<file path="src/rtl/time_set_controller_if.sv">
// Button/timebase inputs and counter/display outputs of the time-set controller.
// master drives the buttons and tick; slave is the controller itself.
interface time_set_controller_if;
  logic       ModePulse;
  logic       IncPulse;
  logic       IncLevel;
  logic       Tick;
  logic       RunEn;
  logic       IncHr;
  logic       IncMin;
  logic       IncSec;
  logic [1:0] Field;
  logic       Blink;

  modport master (
    output ModePulse, IncPulse, IncLevel, Tick,
    input  RunEn, IncHr, IncMin, IncSec, Field, Blink
  );

  modport slave (
    input  ModePulse, IncPulse, IncLevel, Tick,
    output RunEn, IncHr, IncMin, IncSec, Field, Blink
  );
endinterface

</file>
<file path="src/rtl/time_set_controller.sv">
// Run/edit sequencer for the clock datapath: field select, increment strobes, auto-repeat, edit timeout.
// Every output is a flop, one cycle after its cause; no backpressure, all inputs are single-cycle pulses or levels.
module time_set_controller #(
  parameter int CNT_W        = 16,
  parameter int REPEAT_DELAY = 50,
  parameter int REPEAT_RATE  = 10,
  parameter int TIMEOUT      = 1000
) (
  input  logic                 Clk,
  input  logic                 Rst,
  time_set_controller_if.slave bus
);

  typedef enum logic [1:0] {
    S_RUN     = 2'd0,
    S_SET_HR  = 2'd1,
    S_SET_MIN = 2'd2,
    S_SET_SEC = 2'd3
  } state_e;

  localparam logic [CNT_W-1:0] DELAY_C   = CNT_W'(REPEAT_DELAY);
  // After each repeat strobe the counter steps back one period, so it never climbs past DELAY_C.
  localparam logic [CNT_W-1:0] RELOAD_C  = CNT_W'(REPEAT_DELAY - REPEAT_RATE);
  localparam logic [CNT_W-1:0] TIMEOUT_C = CNT_W'(TIMEOUT);

  state_e           state_q, state_d;
  logic [CNT_W-1:0] rpt_q, rpt_d;
  logic [CNT_W-1:0] idle_q, idle_d;
  logic             armed_q, armed_d;
  logic             run_en_q, run_en_d;
  logic             blink_q, blink_d;
  logic             inc_hr_q, inc_hr_d;
  logic             inc_min_q, inc_min_d;
  logic             inc_sec_q, inc_sec_d;

  logic             edit;
  logic             activity;
  logic             timeout;
  logic             strobe;
  logic [CNT_W-1:0] rpt_inc;
  logic [CNT_W-1:0] idle_inc;

  always_comb begin
    state_d   = state_q;
    rpt_d     = rpt_q;
    idle_d    = idle_q;
    armed_d   = armed_q;
    blink_d   = blink_q;
    run_en_d  = 1'b1;
    inc_hr_d  = 1'b0;
    inc_min_d = 1'b0;
    inc_sec_d = 1'b0;
    timeout   = 1'b0;
    strobe    = 1'b0;
    edit      = (state_q != S_RUN);
    activity  = bus.ModePulse | bus.IncPulse | bus.IncLevel;
    rpt_inc   = rpt_q + 1'b1;
    idle_inc  = idle_q + 1'b1;

    if (!edit || activity) begin
      idle_d = '0;
    end else if (idle_inc >= TIMEOUT_C) begin
      timeout = 1'b1;
      idle_d  = '0;
    end else begin
      idle_d = idle_inc;
    end

    if (bus.ModePulse) begin
      case (state_q)
        S_RUN:     state_d = S_SET_HR;
        S_SET_HR:  state_d = S_SET_MIN;
        S_SET_MIN: state_d = S_SET_SEC;
        default:   state_d = S_RUN;
      endcase
    end else if (timeout) begin
      state_d = S_RUN;
    end

    // Repeat is armed only by an accepted press; a mode change or released level disarms it.
    if (!edit || bus.ModePulse) begin
      armed_d = 1'b0;
      rpt_d   = '0;
    end else if (bus.IncPulse) begin
      armed_d = 1'b1;
      rpt_d   = '0;
      strobe  = 1'b1;
    end else if (armed_q && bus.IncLevel) begin
      if (rpt_inc == DELAY_C) begin
        strobe = 1'b1;
        rpt_d  = RELOAD_C;
      end else begin
        rpt_d = rpt_inc;
      end
    end else begin
      armed_d = 1'b0;
      rpt_d   = '0;
    end

    inc_hr_d  = strobe && (state_q == S_SET_HR);
    inc_min_d = strobe && (state_q == S_SET_MIN);
    inc_sec_d = (strobe && (state_q == S_SET_SEC)) || (!edit && bus.Tick);
    run_en_d  = (state_d == S_RUN);

    if (state_d == S_RUN || state_d != state_q) begin
      blink_d = 1'b1;
    end else if (bus.Tick) begin
      blink_d = ~blink_q;
    end
  end

  always_ff @(posedge Clk or negedge Rst) begin
    if (!Rst) begin
      state_q   <= S_RUN;
      rpt_q     <= '0;
      idle_q    <= '0;
      armed_q   <= 1'b0;
      run_en_q  <= 1'b1;
      blink_q   <= 1'b1;
      inc_hr_q  <= 1'b0;
      inc_min_q <= 1'b0;
      inc_sec_q <= 1'b0;
    end else begin
      state_q   <= state_d;
      rpt_q     <= rpt_d;
      idle_q    <= idle_d;
      armed_q   <= armed_d;
      run_en_q  <= run_en_d;
      blink_q   <= blink_d;
      inc_hr_q  <= inc_hr_d;
      inc_min_q <= inc_min_d;
      inc_sec_q <= inc_sec_d;
    end
  end

  assign bus.RunEn  = run_en_q;
  assign bus.IncHr  = inc_hr_q;
  assign bus.IncMin = inc_min_q;
  assign bus.IncSec = inc_sec_q;
  assign bus.Field  = state_q;
  assign bus.Blink  = blink_q;

endmodule

</file>
<file path="src/flat_wrapper.sv">
// flat-port wrapper written by rule: the top's interface ports become plain ports
module time_set_controller_flat 
#(
  parameter int CNT_W        = 16,
  parameter int REPEAT_DELAY = 50,
  parameter int REPEAT_RATE  = 10,
  parameter int TIMEOUT      = 1000
)
  (Clk, Rst, bus_ModePulse, bus_IncPulse, bus_IncLevel, bus_Tick, bus_RunEn, bus_IncHr, bus_IncMin, bus_IncSec, bus_Field, bus_Blink);
  time_set_controller_if bus_i ();
  input  logic Clk;
  input  logic Rst;
  input wire logic [$bits(bus_i.ModePulse)-1:0] bus_ModePulse;
  input wire logic [$bits(bus_i.IncPulse)-1:0] bus_IncPulse;
  input wire logic [$bits(bus_i.IncLevel)-1:0] bus_IncLevel;
  input wire logic [$bits(bus_i.Tick)-1:0] bus_Tick;
  output wire logic [$bits(bus_i.RunEn)-1:0] bus_RunEn;
  output wire logic [$bits(bus_i.IncHr)-1:0] bus_IncHr;
  output wire logic [$bits(bus_i.IncMin)-1:0] bus_IncMin;
  output wire logic [$bits(bus_i.IncSec)-1:0] bus_IncSec;
  output wire logic [$bits(bus_i.Field)-1:0] bus_Field;
  output wire logic [$bits(bus_i.Blink)-1:0] bus_Blink;
  assign bus_i.ModePulse = bus_ModePulse;
  assign bus_i.IncPulse = bus_IncPulse;
  assign bus_i.IncLevel = bus_IncLevel;
  assign bus_i.Tick = bus_Tick;
  assign bus_RunEn = bus_i.RunEn;
  assign bus_IncHr = bus_i.IncHr;
  assign bus_IncMin = bus_i.IncMin;
  assign bus_IncSec = bus_i.IncSec;
  assign bus_Field = bus_i.Field;
  assign bus_Blink = bus_i.Blink;
  time_set_controller #(.CNT_W(CNT_W), .REPEAT_DELAY(REPEAT_DELAY), .REPEAT_RATE(REPEAT_RATE), .TIMEOUT(TIMEOUT)) u_core (.Clk(Clk), .Rst(Rst), .bus(bus_i));
endmodule
</file>
<file path="config.mk">
export PLATFORM = sky130hd
export DESIGN_NAME = time_set_controller_flat
export DESIGN_NICKNAME = d
export VERILOG_FILES = /design/src/rtl/time_set_controller_if.sv /design/src/rtl/time_set_controller.sv /design/src/flat_wrapper.sv
export SDC_FILE = /design/constraint.sdc
export NUM_CORES = 1
export LEC_CHECK = 0
export ABC_CLOCK_PERIOD_IN_PS = 2800
export BUFFER_PORTS_ARGS = -buffer_cell sky130_fd_sc_hd__buf_2
export CELL_PAD_IN_SITES_DETAIL_PLACEMENT = 1
export CELL_PAD_IN_SITES_GLOBAL_PLACEMENT = 2
export CORE_UTILIZATION = 38
export CTS_CLUSTER_DIAMETER = 80
export CTS_CLUSTER_SIZE = 8
export DETAILED_ROUTE_END_ITERATION = 10
export PLACE_DENSITY_LB_ADDON = 0.1
export REMOVE_ABC_BUFFERS = 1
export SLEW_MARGIN = 10
export SYNTH_ARGS = -nofsm -noshare
export SYNTH_HDL_FRONTEND = slang
export SYNTH_SLANG_ARGS = --single-unit
</file>
<file path="constraint.sdc">
create_clock -name Clk -period 2.8 [get_ports Clk]
set_input_delay 0.28 -clock Clk [delete_from_list [all_inputs] [get_ports Clk]]
set_output_delay 0.28 -clock Clk [all_outputs]
set_load 0.005 [all_outputs]
</file>
==> metrics.md <==
| Metric | Value |
|---|---|
| Status | `completed` |
| Slew HR | `39.1%` |
| Final period util | `84.1%` |
| Setup TNS | `0 ps` |
| Drt first pass iters | `4` |
| Overall Global Routing Usage | `approximately 17%` |
| Detailed-route via count | `1727` |
| Detail Route Antenna Nets | `0` |
| Maxcap violations | `0` |
| DR vias/cell | `5.31` |
| Clock tree buffer depth | `2` |
| Total gr overflow | `0` |
| Max Fclk | `around 0.42 GHz` |
| Remaining DRCs | `0` |
| YS warnings | `0` |
| Row Count | `27` |
| Largest net degree at the start of global routing | `41` |
| First-pass GRT wire length | `around 8400 µm` |
| Vias in the first global route | `1788` |
| CP Max Fanout | `10` |
| Post-synth ARST share | `100%` |
| R2R setup slack | `roughly 450 ps` |
| DP Wirelength | `about 3500 µm` |
| Root Driver | `clkbuf_8` |
| R2R cell count | `7` |
| # fillers | `665` |
| Initial DRC count | `36` |
| Critical Path AT | `2580 ps` |
| Nets | `around 270` |
| Clk sink count | `40` |
| CTS clk-pin slew, worst paths | `about 90 ps` |
| WL final | `~4800 µm` |
| Area of the multi-input gates | `1180 µm²` |
| Cts hold-fix bufs | `0` |
| Worst setup EP type | `flip-flop` |
| Max VDD drop | `~0.00028 V` |
| CTS tree | `built` |
| DR WL/cell | `14.7 µm` |
| RSZ-0062 raised after global routing | `no` |
| Required @ worst endpoint | `between 3000 and 4000 ps` |
| ANT cells | `0` |
| EDFF count, synth | `0` |
| P per Cell Area | `about 570 nW/µm²` |
| I/O Pins | `13` |
| Flops & latches, synth | `40` |
| Slew @ Worst Pin | `a little over 900 ps` |
| Post-Syn Area | `2250 µm²` |
| Initial antenna violation count | `0` |
| Final Setup Violations | `0` |
| Post-Synthesis Cells | `around 240` |
| R2r endpoint | `u_core.idle_q[3]` |
| Final hold slack | `105 ps` |
| Final hold violation count | `0` |
| RD Place Congestion | `0.778` |
| Shortest period the worst path allows | `about 2400 ps` |
| Die area | `6230 µm²` |
| Post-CTS Repair Setup Buffers | `0` |
| Avg Inst Size Synth | `between 9 and 10 µm²` |
| Critical path class | `reg -> reg` |
| Dominant synthesized flop cell | `dfrtp_1` |
| CTS buffer count | `5` |
| Final setup skew | `between 10 and 15 ps` |
| Die Ht | `~80 µm` |
| R2R Path Start | `u_core.idle_q[1]` |
| Initial core utilization | `between 40% and 50%` |
| Slew Limit Fails | `0` |
| H-tree depth | `2` |
| Die X | `roughly 80 µm` |
| FF/Latch Area | `roughly 1000 µm²` |
| Seq/Total Area, Yosys | `between 40 and 50%` |
| Crit start category | `flip-flop` |
| CTS resizes | `0` |
| Clk_lat worst skew | `300 ps` |
| Buffers on Ports | `12` |
| Unique cell type count in the Yosys netlist | `between 50 and 60` |
| Area Overhead vs Synth | `10.1%` |
| Leak | `between 0.9 and 1 nW` |
| Area of the core | `roughly 5600 µm²` |
| Share of layout cells above drive strength 1 | `about an eighth` |
| Hold Crit Class | `in -> async` |
registers in the layout, indices dropped and copies added (netlist names):
signal and count:
u_core.bus.IncMin 1, u_core.bus.RunEn 1, u_core.bus.IncSec 1, u_core.idle_q 16, u_core.bus.Blink 1, u_core.armed_q 1, u_core.bus.Field 2, u_core.bus.IncHr 1
u_core.rpt_q 16
where the power goes:
part	total (mW)	internal (mW)	switching [mW]
clock network	0.489	0.269	0.220
registers	0.670	0.627	0.0429
logic	0.244	0.107	0.136
metal layers:
| layer | up-vias | track usage, % | wire (µm) |
|---|---|---|---|
| li1 | 864 | - | - |
| met1 | 849 | 22.7 | 2310 |
| met2 | 10 | 29.6 | 2350 |
| met3 | 4 | 3.45 | 83 |
| met4 | 0 | 4.36 | 33 |
| met5 | - | 0 | 0 |
critical path, stage by stage, from the launching register on:
cell and delay (ps):
dfrtp_1 430, ha_1 320, nand4_1 180, o32a_1 320
a31o_1 190, a31oi_1 320, nand3_2 320, a21oi_1 210
stage by stage:
stage	util (%)	cells	setup WS, ps	power [mW]	area [µm²]
after floorplan	-	233	782	0.832	2210
after global placement	42.1	317	415	0.927	2360
after detailed placement	42.1	317	415	0.929	2360
after CTS	44.1	325	403	1.43	2470
after global routing	44.1	325	199	1.50	2470
final	44.1	325	447	1.40	2470
Yosys cell counts, drive strengths merged (4+ instances only):
cell	instances	area share, %
a21oi	8	1.8
xor2	11	4.3
clkbuf	5	0.84
inv	7	1.2
ha	7	3.9
nand2	19	3.3
xnor2	13	5.1
buf	6	1.7
nand4	9	2.5
nor2	38	6.3
dfrtp	38	42
a31oi	4	1.1
and3	4	1.1
nand3	12	2.9
and2	4	1.1
nor3	6	1.3
cells by family after synthesis:
| logic type | synth area share, % |
|---|---|
| adders and majority gates | 3.90 |
| xor gates and xnor gates | 9.35 |
| other | 0.167 |
| AOI/OAI and AO/OA | 13.4 |
| buffers and inverters | 3.73 |
| DFF | 44.7 |
| and+or+nand+nor | 24.8 |
layout make-up:
type,count,share of cell area [%]
Inverter,7,1.06
Clock inverter,3,1.92
Timing Repair Buffer,12,2.43
Clock buffer,5,2.78
Multi-Input combinational cell,186,47.6
Sequential cell,40,40.5
Tap cell,72,3.64
cell usage in the layout (no fill, tap or decap), drive strengths merged, types with 4 or more instances in the layout:
cell     n
clkbuf   5
conb     6
a31oi    4
inv      7
xnor2   13
a21oi    8
buf     12
ha       7
nand4    9
nand2   19
xor2    11
nor3     6
nand3   12
and3     4
nor2    38
and2     4
dfrtp   38
how the worst max path moves through the flow:
stage          slack [ps]  cells past startpoint                  end              from
2_1_floorplan         780                      7     u_core.bus.RunEn  u_core.idle_q[0]
3_3_place_gp          410                      7     u_core.idle_q[3]  u_core.idle_q[0]
3_5_place_dp          410                      7     u_core.idle_q[3]  u_core.idle_q[0]
4_1_cts               400                      7     u_core.idle_q[3]  u_core.idle_q[0]
5_1_grt               200                      6  u_core.bus.Field[0]  u_core.idle_q[3]
6_report              450                      7     u_core.idle_q[3]  u_core.idle_q[1]
(Power assumes the default switching activity.)
